<file path="config.mk">
export PLATFORM = sky130hd
export DESIGN_NAME = product_mem_responder
export DESIGN_NICKNAME = d
export VERILOG_FILES = /design/src/rtl/product_mem_pkg.sv /design/src/rtl/product_mem_array.sv /design/src/rtl/product_mem_responder.sv
export SDC_FILE = /design/constraint.sdc
export NUM_CORES = 2
export LEC_CHECK = 0
export ABC_AREA = 1
export CAP_MARGIN = 20
export CORE_MARGIN = 2
export CORE_UTILIZATION = 35
export DETAILED_ROUTE_END_ITERATION = 10
export DONT_BUFFER_PORTS = 1
export SLEW_MARGIN = 20
export SYNTH_ARGS = -nofsm -noshare
export SYNTH_HDL_FRONTEND = slang
export SYNTH_SLANG_ARGS = --single-unit
</file>
<file path="constraint.sdc">
create_clock -name clk -period 6.3 [get_ports clk]
set_input_delay 1.26 -clock clk [delete_from_list [all_inputs] [get_ports clk]]
set_output_delay 1.26 -clock clk [all_outputs]
set_load 0.01 [all_outputs]
</file>
<file path="src/rtl/product_mem_pkg.sv">
// Shared state type and default geometry for the product result buffer.
package product_mem_pkg;

  typedef enum logic [1:0] {
    FILL,
    FULL,
    DRAIN
  } mem_state_t;

  localparam int DEFAULT_LOGDEPTH = 6;
  localparam int DEFAULT_WIDTH    = 32;

endpackage

</file>
<file path="src/rtl/product_mem_array.sv">
// Plain 1R1W synchronous-read RAM, read-first on an address collision.
module product_mem_array
  import product_mem_pkg::*;
#(
  parameter int LOGDEPTH = DEFAULT_LOGDEPTH,
  parameter int WIDTH    = DEFAULT_WIDTH
) (
  input  logic                clk,
  input  logic                we,
  input  logic [LOGDEPTH-1:0] waddr,
  input  logic [WIDTH-1:0]    wdata,
  input  logic                re,
  input  logic [LOGDEPTH-1:0] raddr,
  output logic [WIDTH-1:0]    rdata
);

  logic [WIDTH-1:0] mem_q [2**LOGDEPTH];
  logic [WIDTH-1:0] rdata_q;

  // NOTE: the storage has no reset so it maps onto block RAM; the owner masks never-written entries.
  always_ff @(posedge clk) begin
    if (we) mem_q[waddr] <= wdata;
    // NOTE: non-blocking write and read in one process return the old word on a same-address hit.
    if (re) rdata_q <= mem_q[raddr];
  end

  assign rdata = rdata_q;

endmodule

</file>
<file path="src/rtl/product_mem_responder.sv">
// Result buffer responder: fill/full/drain occupancy FSM around a 1R1W RAM.
// Optional per-entry even parity when PRODUCT_MEM_PARITY_EN is defined.
module product_mem_responder
  import product_mem_pkg::*;
#(
  parameter int LOGDEPTH = DEFAULT_LOGDEPTH,
  parameter int WIDTH    = DEFAULT_WIDTH
) (
  input  logic                clk,
  input  logic                rst,
  input  logic                EN_writeMem,
  input  logic [LOGDEPTH-1:0] writeMem_addr,
  input  logic [WIDTH-1:0]    writeMem_val,
  input  logic                EN_readMem,
  input  logic [LOGDEPTH-1:0] readMem_addr,
  output logic [WIDTH-1:0]    readMem_val,
  output logic                readMem_valid,
  output logic                mem_full,
  output logic                mem_drained,
  output logic [LOGDEPTH:0]   wr_count,
  output logic                err_overflow,
  output logic                err_unwritten
`ifdef PRODUCT_MEM_PARITY_EN
  ,
  input  logic                par_inject,
  output logic                par_err
`endif
);

  localparam int DEPTH = 2**LOGDEPTH;
  localparam logic [LOGDEPTH:0] CNT_MAX = (LOGDEPTH+1)'(DEPTH);
  localparam logic [LOGDEPTH:0] CNT_ONE = (LOGDEPTH+1)'(1);
`ifdef PRODUCT_MEM_PARITY_EN
  localparam int RAM_W = WIDTH + 1;
`else
  localparam int RAM_W = WIDTH;
`endif

  mem_state_t         state_q, state_d;
  logic [DEPTH-1:0]   valid_q, valid_d;
  logic [DEPTH-1:0]   rd_q, rd_d;
  logic [LOGDEPTH:0]  wr_count_q, wr_count_d;
  logic [LOGDEPTH:0]  rd_count_q, rd_count_d;
  logic               mem_full_q, mem_full_d;
  logic               mem_drained_q, mem_drained_d;
  logic               rd_valid_q, rd_valid_d;
  logic               rd_zero_q, rd_zero_d;
  logic               err_overflow_q, err_overflow_d;
  logic               err_unwritten_q, err_unwritten_d;
  logic               ram_we;
  logic [RAM_W-1:0]   ram_wdata;
  logic [RAM_W-1:0]   ram_rdata;

`ifdef PRODUCT_MEM_PARITY_EN
  // Stored bit makes the entry even parity; the hook corrupts it for fault injection.
  assign ram_wdata = {(^writeMem_val) ^ par_inject, writeMem_val};
  assign par_err   = rd_valid_q & ~rd_zero_q & (^ram_rdata);
`else
  assign ram_wdata = writeMem_val;
`endif

  product_mem_array #(
    .LOGDEPTH (LOGDEPTH),
    .WIDTH    (RAM_W)
  ) u_array (
    .clk   (clk),
    .we    (ram_we),
    .waddr (writeMem_addr),
    .wdata (ram_wdata),
    .re    (EN_readMem & ~rst),
    .raddr (readMem_addr),
    .rdata (ram_rdata)
  );

  always_comb begin
    // NOTE: every signal written here gets its default first, so no path can infer a latch.
    state_d         = state_q;
    valid_d         = valid_q;
    rd_d            = rd_q;
    wr_count_d      = wr_count_q;
    rd_count_d      = rd_count_q;
    mem_full_d      = mem_full_q;
    mem_drained_d   = 1'b0;
    rd_valid_d      = EN_readMem;
    rd_zero_d       = rd_zero_q;
    err_overflow_d  = err_overflow_q;
    err_unwritten_d = err_unwritten_q;
    ram_we          = 1'b0;

    // Validity is judged before this cycle's write, matching the RAM's read-first data.
    if (EN_readMem) begin
      rd_zero_d = ~valid_q[readMem_addr];
      if (!valid_q[readMem_addr]) err_unwritten_d = 1'b1;
    end

    unique case (state_q)
      FILL: begin
        if (EN_writeMem) begin
          ram_we                 = 1'b1;
          valid_d[writeMem_addr] = 1'b1;
          if (!valid_q[writeMem_addr] && wr_count_q != CNT_MAX) begin
            wr_count_d = wr_count_q + CNT_ONE;
          end
          if (wr_count_d == CNT_MAX) begin
            state_d    = FULL;
            mem_full_d = 1'b1;
          end
        end
      end
      FULL, DRAIN: begin
        if (EN_writeMem) err_overflow_d = 1'b1;
        if (EN_readMem) begin
          state_d = DRAIN;
          if (!rd_q[readMem_addr]) begin
            rd_d[readMem_addr] = 1'b1;
            rd_count_d         = rd_count_q + CNT_ONE;
          end
          if (rd_count_d == CNT_MAX) begin
            mem_drained_d = 1'b1;
            valid_d       = '0;
            rd_d          = '0;
            wr_count_d    = '0;
            rd_count_d    = '0;
            mem_full_d    = 1'b0;
            state_d       = FILL;
          end
        end
      end
      default: state_d = FILL;
    endcase
  end

  always_ff @(posedge clk) begin
    if (rst) begin
      state_q         <= FILL;
      valid_q         <= '0;
      rd_q            <= '0;
      wr_count_q      <= '0;
      rd_count_q      <= '0;
      mem_full_q      <= 1'b0;
      mem_drained_q   <= 1'b0;
      rd_valid_q      <= 1'b0;
      rd_zero_q       <= 1'b1;
      err_overflow_q  <= 1'b0;
      err_unwritten_q <= 1'b0;
    end else begin
      state_q         <= state_d;
      valid_q         <= valid_d;
      rd_q            <= rd_d;
      wr_count_q      <= wr_count_d;
      rd_count_q      <= rd_count_d;
      mem_full_q      <= mem_full_d;
      mem_drained_q   <= mem_drained_d;
      rd_valid_q      <= rd_valid_d;
      rd_zero_q       <= rd_zero_d;
      err_overflow_q  <= err_overflow_d;
      err_unwritten_q <= err_unwritten_d;
    end
  end

  // A never-written read, and the reset state, present zero instead of raw RAM output.
  assign readMem_val   = rd_zero_q ? '0 : ram_rdata[WIDTH-1:0];
  assign readMem_valid = rd_valid_q;
  assign mem_full      = mem_full_q;
  assign mem_drained   = mem_drained_q;
  assign wr_count      = wr_count_q;
  assign err_overflow  = err_overflow_q;
  assign err_unwritten = err_unwritten_q;

endmodule
</file>
==> flow_summary.yaml <==
final_layout:
  drive_gt1_share_pct: 9.33
  final_cell_mix: "2080 x edfxtp_1, 1106 x nand2_1, 314 x nand4_1"
  areaGrowthSynthToFinish_pct: 13.2
  fin_util_pct: 39.9
  layout.nets: 5853
  final_common_cell: "edfxtp_1"
  nFillCells: 21700
floorplan:
  ios: 92
  die_w_um: 494
  initial_core_util_pct: 35.3
  die_area_um2: 244000
  coreArea_um2: 238000
  die_h_um: 494
  fp-row-count: 179
sta:
  finalHoldViolations: 0
  finalClockSkew_ns: 0.0919
  setup_viol: 0
  slew_headroom_pct: 27.4
  slew_violations: 0
  rsz0062_at_grt: "false"
  tightest_slew_ns: 1.09
  hold_ws_ns: 0.450
  setup_slack_ns: 2.20
  finalCritPeriodShare_pct: 65.1
  fin_crit_ns: 4.10
  max_freq_mhz: 244
  setup_tns_ns: 0
critical_path:
  worstPathArrival_ns: 4.64
  critPathLaunchType: "input port"
  crit_type: "input port to flop"
  critPathSlowestCell: "a221oi_1"
  critical-path-max-stage-delay_ns: 0.84
  critPathRequiredTime_ns: 6.84
  cp_num_buf_inv: 4
  cp_cell_sequence: "inv_1 > nand3_2 > buf_4 > inv_8 > buf_12 > a22o_1 > a221oi_1 > nand3_1 > a22o_1 > a221oi_1 > nand2_1"
  cpLargestDelayFamily: "compound AO/OA/AOI/OAI gates"
  critical_path_peak_fanout: 92
  crit_path_end_kind: "flop"
clock_network:
  clock_latency_ns: 0.87
  numClockSinks: 2230
  clock-root-buffer: "clkbuf_16"
  cts_hold_buf: 0
  clk_pin_slew_ns: 0.06
  clock_path_buffers: 3
  post_cts_buffers: 0
  cts_resized: 0
  cts_made_buffers: 214
  tritoncts: "yes"
  h-tree-depth: 4
synthesis:
  syn_area_um2: 84000
  synth_ff_type: "edfxtp_1"
  synth_edf_count: 2080
  ys_types: 45
  synth-seq-area-share_pct: 77.9
  ys_seq_elements: 2230
  ys_warn_count: 0
  async_reset_ff_share_pct: 0
  postSynthCellCount: 5775
  avgSynthCellArea_um2: 14.6
  syn-num-nets: 5827
placed_design:
  port_buffers: 0
  routabilityCongestion: 0.829
  dp_hpwl_mm: 135
  place_ws_ns: 1.42
global_route:
  grt_use_met2_pct: 32.7
  gr-usage-met1_pct: 30.6
  grt_use_met3_pct: 5.21
  grt_antenna_before_repair: 15
  grt_max_degree: 108
  grt_util_all_layers_pct: 21.5
  grt-ovfl-total: 0
  top_usage_layer: "met2"
  grt_pass1_wl_mm: 377
  first_global_vias: 50100
power_and_ir_drop:
  power.density_nw_per_um2: 314
  peakVddDrop_v: 0.000238
  p_leak_nw: 30.3
routing:
  drtPass1Iterations: 7
  wl_mm: 270
  vias: 52900
  wl_per_cell_um: 29.6
  route.detailed.drc: 0
  via_per_inst: 5.79
  drt_iter0_markers: 9177
  ant_nets: 0
job:
  drv_cap: 0
min_path:
  min_path_type: "flop to flop"
status:
  status: "complete, no violations"
[worst reg2reg max path: cells and delay by family, from the launching register on]
family	cells	cell delay [ns]
flip-flops	1	0.31
buffers and inverters	1	0.56
AND/OR/NAND/NOR	17	2.09
AO/OA/AOI/OAI	2	0.26
[cell usage after synthesis, drive strengths merged, types with 5 or more instances]
cell type	instances	share of area [%]
buf	113	0.64
a2111o	5	0.067
nor3	84	0.50
clkinv	8	0.036
a22oi	306	2.7
o31ai	5	0.045
nor2	138	0.65
nand4	314	2.3
dfxtp	150	3.6
edfxtp	2080	74
o2bb2ai	14	0.15
a22o	181	1.9
nand3	130	0.77
nand2	1111	5.0
a21oi	190	1.1
o22ai	19	0.14
a221oi	254	2.6
clkbuf	242	1.1
o21ai	84	0.50
o211ai	11	0.098
inv	295	1.3
or2	6	0.045
xor2	9	0.094
[cell type report]
| type | count | area [um^2] | share of cell area (%) |
|---|---|---|---|
| Inverter | 303 | 1180 | 1.24 |
| Clock inverter | 116 | 1110 | 1.17 |
| Sequential cell | 2230 | 65500 | 68.8 |
| Antenna cell | 6 | 15.0 | 0.0158 |
| Timing Repair Buffer | 165 | 1430 | 1.50 |
| Multi-Input combinational cell | 2887 | 16400 | 17.2 |
| Tap cell | 3167 | 3960 | 4.16 |
| Clock buffer | 270 | 5610 | 5.89 |
[power breakdown]
| group | switching (mW) | internal (mW) | leakage (nW) | total (mW) |
|---|---|---|---|---|
| logic | 0.818 | 0.303 | 7.06 | 1.12 |
| clock network | 5.59 | 6.89 | 3.26 | 12.5 |
| registers | 0.0469 | 16.3 | 20.0 | 16.3 |
[per-stage QoR]
step | area, um^2 | std cells | total power, mW
after global routing | 95200 | 9139 | 30.6
after floorplan | 84000 | 5775 | 17.3
after detailed placement | 88400 | 8752 | 17.7
after global placement | 88400 | 8752 | 17.7
final | 95200 | 9144 | 29.9
after CTS | 95200 | 9138 | 30.0
[layer usage]
| metal | vias up | share of wire (%) |
|---|---|---|
| met5 | - | 0 |
| met4 | 0 | 3.0 |
| met3 | 465 | 12 |
| met2 | 3325 | 45 |
| met1 | 27000 | 41 |
| li1 | 22100 | - |
[sequential cells by signal, indices dropped and copies added, names as in the netlist, 2 cells and up]
register,flops
u_array.mem_q,2048
rd_count_q,7
state_q,2
rd_q,64
valid_q,64
wr_count,7
u_array.rdata,32
[kinds of logic (layout without fill, tap and decap cells)]
family / Yosys count / after routing / synth area share [%]
fa+ha+maj: 4 / 4 / 0.0596
xor+xnor: 10 / 10 / 0.104
buf+inv: 658 / 854 / 3.08
simple gates: 1788 / 1788 / 9.31
flops: 2230 / 2230 / 77.9
other cells: 0 / 6 / 0
compound gates: 1085 / 1085 / 9.55
[final timing paths]
check	startpoint	to	slack (ns)	cells after the start
setup reg to reg	rd_q[51]	valid_q[51]	2.92	20
hold reg to reg	rd_q[3]	rd_q[3]	0.45	2
hold / removal	rd_q[3]	rd_q[3]	0.45	2
setup / recovery	readMem_addr[2]	u_array.rdata[22]	2.20	11
Power figures use the tool's default switching activity.
